**config.mk**
```make
export PLATFORM = sky130hd
export DESIGN_NAME = game_ram_sequencer
export DESIGN_NICKNAME = d
export VERILOG_FILES = /design/src/rtl/game_ram_sequencer.sv
export SDC_FILE = /design/constraint.sdc
export NUM_CORES = 1
export LEC_CHECK = 0
export CAP_MARGIN = 15
export CORE_ASPECT_RATIO = 1.5
export CORE_MARGIN = 2
export CORE_UTILIZATION = 50
export CTS_CLUSTER_DIAMETER = 150
export CTS_CLUSTER_SIZE = 28
export DETAILED_ROUTE_END_ITERATION = 10
export PLACE_DENSITY = 0.85
export SYNTH_ARGS = -nofsm -noshare
export SYNTH_HDL_FRONTEND = slang
export SYNTH_SLANG_ARGS = --single-unit
```
**constraint.sdc**
```tcl
create_clock -name clock -period 4.46 [get_ports clock]
set_input_delay 0.892 -clock clock [delete_from_list [all_inputs] [get_ports clock]]
set_output_delay 0.892 -clock clock [all_outputs]
set_load 0.05 [all_outputs]
```
**src/rtl/game_ram_sequencer.sv**
```systemverilog
// game_ram_sequencer: owns the two-player game phase and drives the shared morse RAM port.
// Latency: write ack 1 cycle after request; read data/valid 3 edges after request (2-cycle RAM path).
// Backpressure: reads are accepted only when no read is in flight; writes beyond depth set overflow.
module game_ram_sequencer #(
  parameter int ADDR_W = 4,
  parameter int DATA_W = 10
) (
  input  logic              clock,
  input  logic              reset,
  input  logic              start,
  input  logic              done,
  input  logic              p1_wr_req,
  input  logic [DATA_W-1:0] p1_wr_data,
  output logic              p1_wr_ack,
  input  logic              p2_rd_req,
  output logic [DATA_W-1:0] p2_rd_data,
  output logic              p2_rd_valid,
  input  logic              p2_miss,
  output logic [ADDR_W-1:0] ram_addr,
  output logic [DATA_W-1:0] ram_data,
  output logic              ram_wren,
  input  logic [DATA_W-1:0] ram_q,
  output logic [1:0]        phase,
  output logic [ADDR_W:0]   length,
  output logic [ADDR_W:0]   rd_ptr,
  output logic              full,
  output logic              overflow,
  output logic              rd_busy,
  output logic              complete,
  output logic              correct
);

  localparam int CNT_W = ADDR_W + 1;
  localparam logic [CNT_W-1:0] DEPTH = CNT_W'(1 << ADDR_W);

  typedef enum logic [1:0] {
    PH_IDLE   = 2'd0,
    PH_P1     = 2'd1,
    PH_P2     = 2'd2,
    PH_RESULT = 2'd3
  } phase_e;

  phase_e              phase_q, phase_d;
  logic [CNT_W-1:0]    length_q, length_d;
  logic [CNT_W-1:0]    rd_ptr_q, rd_ptr_d;
  logic                overflow_q, overflow_d;
  logic                complete_q, complete_d;
  logic                miss_q, miss_d;
  logic                correct_q, correct_d;
  // rd_busy_q covers the whole read; rd_wait_q marks the cycle where the RAM is still sampling.
  logic                rd_busy_q, rd_busy_d;
  logic                rd_wait_q, rd_wait_d;
  logic [ADDR_W-1:0]   ram_addr_q, ram_addr_d;
  logic [DATA_W-1:0]   ram_data_q, ram_data_d;
  logic                ram_wren_q, ram_wren_d;
  logic                p1_wr_ack_q, p1_wr_ack_d;
  logic [DATA_W-1:0]   p2_rd_data_q, p2_rd_data_d;
  logic                p2_rd_valid_q, p2_rd_valid_d;

  // Next-state: phase transitions, write/read sequencing and status flags.
  always_comb begin
    phase_d       = phase_q;
    length_d      = length_q;
    rd_ptr_d      = rd_ptr_q;
    overflow_d    = overflow_q;
    complete_d    = complete_q;
    miss_d        = miss_q;
    rd_busy_d     = rd_busy_q;
    rd_wait_d     = rd_wait_q;
    ram_addr_d    = ram_addr_q;
    ram_data_d    = ram_data_q;
    ram_wren_d    = 1'b0;
    p1_wr_ack_d   = 1'b0;
    p2_rd_data_d  = p2_rd_data_q;
    p2_rd_valid_d = 1'b0;

    case (phase_q)
      PH_IDLE, PH_RESULT: begin
        if (start) begin
          phase_d    = PH_P1;
          length_d   = '0;
          rd_ptr_d   = '0;
          overflow_d = 1'b0;
          complete_d = 1'b0;
          miss_d     = 1'b0;
        end
      end

      PH_P1: begin
        if (p1_wr_req) begin
          if (length_q != DEPTH) begin
            ram_addr_d  = length_q[ADDR_W-1:0];
            ram_data_d  = p1_wr_data;
            ram_wren_d  = 1'b1;
            p1_wr_ack_d = 1'b1;
            length_d    = length_q + 1'b1;
          end else begin
            overflow_d = 1'b1;
          end
        end
        // A write in the same cycle counts toward the length checked here.
        if (done && (length_d != '0)) begin
          phase_d  = PH_P2;
          rd_ptr_d = '0;
        end
      end

      PH_P2: begin
        if (p2_miss) begin
          miss_d = 1'b1;
        end
        if (rd_busy_q) begin
          if (rd_wait_q) begin
            rd_wait_d = 1'b0;
          end else begin
            rd_busy_d     = 1'b0;
            p2_rd_data_d  = ram_q;
            p2_rd_valid_d = 1'b1;
            rd_ptr_d      = rd_ptr_q + 1'b1;
            if (rd_ptr_d == length_q) begin
              complete_d = 1'b1;
              phase_d    = PH_RESULT;
            end
          end
        end else if (p2_rd_req && (rd_ptr_q < length_q)) begin
          ram_addr_d = rd_ptr_q[ADDR_W-1:0];
          rd_busy_d  = 1'b1;
          rd_wait_d  = 1'b1;
        end
        // Early done abandons any in-flight read without reporting it.
        if (done && !complete_d) begin
          phase_d       = PH_RESULT;
          rd_busy_d     = 1'b0;
          rd_wait_d     = 1'b0;
          p2_rd_valid_d = 1'b0;
          rd_ptr_d      = rd_ptr_q;
          p2_rd_data_d  = p2_rd_data_q;
        end
      end

      default: phase_d = PH_IDLE;
    endcase

    correct_d = (phase_d == PH_RESULT) && complete_d && !miss_d;
  end

  // State register with synchronous reset; reset aborts any pending write or read.
  always_ff @(posedge clock) begin
    if (reset) begin
      phase_q       <= PH_IDLE;
      length_q      <= '0;
      rd_ptr_q      <= '0;
      overflow_q    <= 1'b0;
      complete_q    <= 1'b0;
      miss_q        <= 1'b0;
      correct_q     <= 1'b0;
      rd_busy_q     <= 1'b0;
      rd_wait_q     <= 1'b0;
      ram_addr_q    <= '0;
      ram_data_q    <= '0;
      ram_wren_q    <= 1'b0;
      p1_wr_ack_q   <= 1'b0;
      p2_rd_data_q  <= '0;
      p2_rd_valid_q <= 1'b0;
    end else begin
      phase_q       <= phase_d;
      length_q      <= length_d;
      rd_ptr_q      <= rd_ptr_d;
      overflow_q    <= overflow_d;
      complete_q    <= complete_d;
      miss_q        <= miss_d;
      correct_q     <= correct_d;
      rd_busy_q     <= rd_busy_d;
      rd_wait_q     <= rd_wait_d;
      ram_addr_q    <= ram_addr_d;
      ram_data_q    <= ram_data_d;
      ram_wren_q    <= ram_wren_d;
      p1_wr_ack_q   <= p1_wr_ack_d;
      p2_rd_data_q  <= p2_rd_data_d;
      p2_rd_valid_q <= p2_rd_valid_d;
    end
  end

  assign phase       = phase_q;
  assign length      = length_q;
  assign rd_ptr      = rd_ptr_q;
  assign full        = (length_q == DEPTH);
  assign overflow    = overflow_q;
  assign complete    = complete_q;
  assign correct     = correct_q;
  assign rd_busy     = rd_busy_q;
  assign ram_addr    = ram_addr_q;
  assign ram_data    = ram_data_q;
  assign ram_wren    = ram_wren_q;
  assign p1_wr_ack   = p1_wr_ack_q;
  assign p2_rd_data  = p2_rd_data_q;
  assign p2_rd_valid = p2_rd_valid_q;

endmodule

```
# Word level (Yosys, flattened, before mapping)
# Index checks and enable logic that the tools add are counted.
# W data, S select, Z words.
dict set report op_classes {
  eq_ne 17
  reduce_logical 22
  magnitude_cmp 1
  n_addsub 2
  bitwise 6
  mux 44
}
# cell count
set ops {}
lappend ops {{$mux W5} 8}
lappend ops {{$ne A2 B2 Y1 const B} 10}
lappend ops {{$mux W1} 19}
lappend ops {{$mux W4} 4}
lappend ops {{$pmux W5 S3} 1}
lappend ops {{$mux W2} 6}
lappend ops {{$add A5 B1 Y5 const B} 2}
lappend ops {{$pmux W5 S2} 1}
lappend ops {{$reduce_and A5 Y1} 2}
lappend ops {{$pmux W4 S2} 1}
lappend ops {{$reduce_and A4 Y1} 2}
lappend ops {{$eq A2 B2 Y1 const B} 3}
lappend ops {{$not A1 Y1} 6}
lappend ops {{$pmux W1 S2} 3}
lappend ops {{$pmux W2 S3} 1}
lappend ops {{$eq A5 B5 Y1} 1}
lappend ops {{$eq A5 B5 Y1 const B} 1}
lappend ops {{$logic_and A1 B1 Y1} 5}
lappend ops {{$lt A5 B5 Y1} 1}
lappend ops {{$ne A5 B5 Y1 const B} 1}
lappend ops {{$reduce_bool A5 Y1} 1}
lappend ops {{$reduce_and A2 Y1} 2}
lappend ops {{$reduce_bool A2 Y1} 2}
lappend ops {{$reduce_or A4 Y1} 1}
lappend ops {{7 further kinds} 8}
dict set report word_totals {
  output_inout_bits 44
  register_bits 44
  elab_cells 106
  in_bits 27
}

# Longest topological paths before layout
dict set report depth {
  depth_word 13
  mapped_depth 9
  mapped_depth_nobuf 9
}

# Worst setup path after synthesis
# No wires, ideal clock.
dict set report synth_timing {
  path_type {reg-to-reg}
  from {register rd_ptr_q[1] (netlist: rd_ptr[1])}
  to {register rd_ptr_q[0] (netlist: rd_ptr[0])}
  period_less_slack_ps 2620
  arrival_ps 2561
  path_slack_ps 1840
  n_path_buf 1
  stages_incl_launch_ff 9
  setup_ps 59
  required_time_ps 4401
  cell_sequence {dfxtp_1 -> ha_1 -> xor2_1 -> nor4_4 -> a31oi_2 -> or3_1 -> buf_2 -> and3b_2 -> mux2_2}
}
dict set report synth_between {
  elab_chain_len 10
}
# item line
set synth_lines {}
lappend synth_lines {{start, declared} 45} ;# logic [CNT_W-1:0] rd_ptr_q, rd_ptr_d;
lappend synth_lines {{start signal, assigned} 168} ;# rd_ptr_q <= rd_ptr_d;
lappend synth_lines {{$add A5 B1 Y5} 119} ;# rd_ptr_d = rd_ptr_q + 1'b1;
lappend synth_lines {{$eq A5 B5 Y1} 120} ;# if (rd_ptr_d == length_q) begin
lappend synth_lines {{$mux W1} 120}
lappend synth_lines {{$mux W1} 113} ;# if (rd_wait_q) begin
lappend synth_lines {{$mux W1} 112} ;# if (rd_busy_q) begin
lappend synth_lines {{$mux W1} 77} ;# case (phase_q)
lappend synth_lines {{$logic_not A1 Y1} 131} ;# if (done && !complete_d) begin
lappend synth_lines {{$logic_and A1 B1 Y1} 131}
lappend synth_lines {{$ne A2 B2 Y1 (no source line)} -}
lappend synth_lines {{$reduce_and A5 Y1 (no source line)} -}
# No other way between the ends. The select of a mux whose other input is x is not followed.
# A chain may end at the register's enable or synchronous reset.

# Worst setup path after layout
dict set report layout_timing {
  from {register length_q[1] (netlist: length[1])}
  to {output port full}
}
dict set report layout_between {
  elab_chain_len 1
}
# item line
set layout_lines {}
lappend layout_lines {{start, declared} 44} ;# logic [CNT_W-1:0] length_q, length_d;
lappend layout_lines {{start signal, assigned} 167} ;# length_q <= length_d;
lappend layout_lines {{$eq A5 B5 Y1} 187} ;# assign full = (length_q == DEPTH);
lappend layout_lines {{end, declared} 26} ;# output logic full,
# No other way between the ends.

==> impl_results.md <==
* Outcome: completed
* Starting DRT DRC Count at 111
* Area of the multi-input gates at 1290 um2
* Root buffer cell: clkbuf_8
* FFs w/ async S/R, synth at 0
* FILL cells at 365
* Final Max Tran Viols at 0
* First-pass DRT Iterations at 4
* Tot Pwr at 0.813 mW
* Post-DP HPWL at 3.94 mm
* Leakage at 1.23 nW
* Leading area contributor after synthesis: dfxtp_1
* Max clock buf depth at 2
* Wire per inst at 15.0 um
* Crit Path Category: reg -> out
* Cts hold-fix bufs at 0
* Slew headroom at 0.501
* ANT cells at 0
* Syn nets at 294
* Cell Int Power at 0.575 mW
* Vias in the first global route at 2009
* Setup WS pre-CTS at 1130 ps
* CP Launch Type: register
* Main synth FF type: dfxtp_1
* CTS clk-pin slew, worst paths at 90 ps
* Clock skew at 4.80 ps
* Sw frac at 0.292
* CP endpoint kind: output port
* Worst EP required at 3570 ps
* Synthesized area at 2290 um2
* Final worst slack at 1340 ps
* Area growth, synth to finish at 34.2%
* Yosys top cell area share at 0.384
* Final WL at 5.53 mm
* Clock power frac at 0.312
* Die height at 87.0 um
* CP cell instances: inv_1 -> ha_1 -> nand4bb_1 -> inv_1 -> clkdlybuf4s50_1
* CP max-delay cell: clkdlybuf4s50_1
* Type of the worst min-delay path: reg -> reg
* Initial antenna violation count at 0
* Seq pwr share at 0.504
* Arr. time, crit path at 2230 ps
* Storage element area at 881 um2
* Distinct cells, synth at 50
* Sink Count at 44
* Post-CTS setup buffers at 0
* Num rows at 30
* Residual DRC at 0
* Number of max-cap violations at 0
* Fin crit period at 3120 ps
* EDFF count, synth at 0
* Remaining antenna violation count at 0
* Worst Max-Slew Pin Slew at 747 ps
* Switching pwr at 0.238 mW
* Worst-skew pair later-pin latency at 300 ps
* Die Area at 5160 um2
* First-pass GRT wire length at 9.01 mm
* Top post-synthesis cells by area: dfxtp_1, mux2i_1, nor2_1
* CTS tree: yes
* Gp weighted congestion at 0.895
* Die W at 59.3 um
* Overall global routing resource usage at 0.226
* Sum of negative setup slack at 0 ps
* Via/cell ratio at 5.78
* Final Net Count at 357
* Initial cell density of the core at 0.514
* Pwr/cell area at 264 nW/um2
* Core Area at 4470 um2
* VDD IR max at 0.200 mV
* Utilization after layout at 0.690
* Grt total ovfl at 0
* CP dominant cell by count: inv_1
* Fin. Hold Viols at 0
* Sequential area share after synthesis at 0.384
* IO Pins at 71
* RSZ-0062 raised after global routing: false
* Total CTS buffers at 5
* Vias at 2131
* Worst Path Max Fanout at 8
* Most frequent cell after synthesis: dfxtp_1
* Cells after synthesis at 257
* Number of cells upsized or downsized after cts at 0
* Fmax at 321 MHz
* Share of cells above drive strength 1 at 0.0436
* Synth cell count leaders: dfxtp_1, nor2_1, mux2i_1
* Combinational share of power at 0.184
* CTS H-tree lvls at 2
* Port Buffer Count at 70
* Largest net degree at the start of global routing at 42
* Period utilization at 0.700
* CP max stage delay at 820 ps
* Number of synthesized register bits at 44
* Syn_area_per_cell at 8.93 um2
* Yosys Warn Count at 0
* Final setup vio count at 0
==> per-layer routing <==
layer | track usage | up-vias | part of all wire
li1 | - | 1050 | -
met1 | 0.261 | 1004 | 0.42
met3 | 0.0475 | 11 | 0.047
met4 | 0.0950 | 0 | 0.023
met5 | 0 | - | 0
met2 | 0.392 | 66 | 0.51
==> cell usage in the layout (no fill, tap or decap), types with 2 or more instances in the layout <==
master / Yosys / final
clkdlybuf4s50_1: 0 / 70
dfxtp_1: 44 / 44
nor2_1: 34 / 34
mux2i_1: 21 / 21
inv_1: 15 / 15
o21ai_0: 13 / 13
nand2_1: 11 / 11
a21oi_1: 10 / 10
ha_1: 10 / 10
nand3_1: 8 / 8
nor2b_1: 7 / 7
a31oi_1: 7 / 7
xnor2_1: 6 / 6
a311oi_1: 6 / 6
clkbuf_8: 0 / 5
o21a_1: 4 / 4
nor3_1: 4 / 4
o211a_1: 4 / 4
nand2b_1: 3 / 3
nand4_1: 3 / 3
a22o_1: 3 / 3
or3_1: 2 / 2
and4b_1: 2 / 2
a32oi_1: 2 / 2
==> per-stage QoR <==
stage / hold WS (ps) / area, um2 / instances
after floorplan: 519 / 2290 / 257
after global placement: 474 / 2990 / 361
after detailed placement: 477 / 2990 / 361
after CTS: 495 / 3080 / 369
after global routing: 528 / 3080 / 369
final: 487 / 3080 / 369
==> flip-flops by register name (all words and copies together), names as in the netlist <==
name / cells
phase: 2
p1_wr_ack: 1
miss_q: 1
correct: 1
p2_rd_valid: 1
ram_data: 10
complete: 1
rd_busy: 1
p2_rd_data: 10
rd_wait_q: 1
length: 5
rd_ptr: 5
overflow: 1
ram_addr: 4
==> worst paths after layout <==
kind	start	to	slack [ps]	cells after the start
max	length[1]$_SDFFE_PP0P_	full	1340	5
min	overflow$_SDFFE_PP0P_	overflow$_SDFFE_PP0P_	490	2
max reg2reg	length[1]$_SDFFE_PP0P_	ram_addr[0]$_SDFFE_PP0P_	1720	7
min reg2reg	overflow$_SDFFE_PP0P_	overflow$_SDFFE_PP0P_	490	2
==> power groups by stage <==
stage          registers [mW]  logic [mW]  clock network [mW]
2_1_floorplan           0.451      0.0584                   0
3_3_place_gp            0.419       0.147                   0
3_5_place_dp            0.419       0.148                   0
4_1_cts                 0.410       0.149               0.257
5_1_grt                 0.411       0.160               0.274
6_report                0.410       0.150               0.254
==> area by class of cell <==
class	instances	share of cell area
clock buffer	6	0.0236
clock inverter	2	0.00528
inverter	15	0.0183
multi-input combinational	183	0.418
sequential	44	0.286
tap	48	0.0195
timing repair buffer	71	0.230
==> cell families (layout without fill, tap and decap cells) <==
group | after synthesis | after routing | synth area share
simple gates | 81 | 81 | 0.182
compound gates | 62 | 62 | 0.191
flops | 44 | 44 | 0.384
buf+inv | 30 | 94 | 0.0556
mux | 22 | 22 | 0.0965
fa+ha+maj | 10 | 10 | 0.0545
xor+xnor | 8 | 8 | 0.0371
==> critical path, delay by kind of cell (launching register included) <==
| family | cells | cell delay (ps) |
|---|---|---|
| adder cells (fa/ha/maj) | 1 | 190 |
| buffers and inverters | 3 | 1150 |
| flip-flops | 1 | 410 |
| AND/OR/NAND/NOR | 1 | 160 |
(Power assumes the default switching activity.)
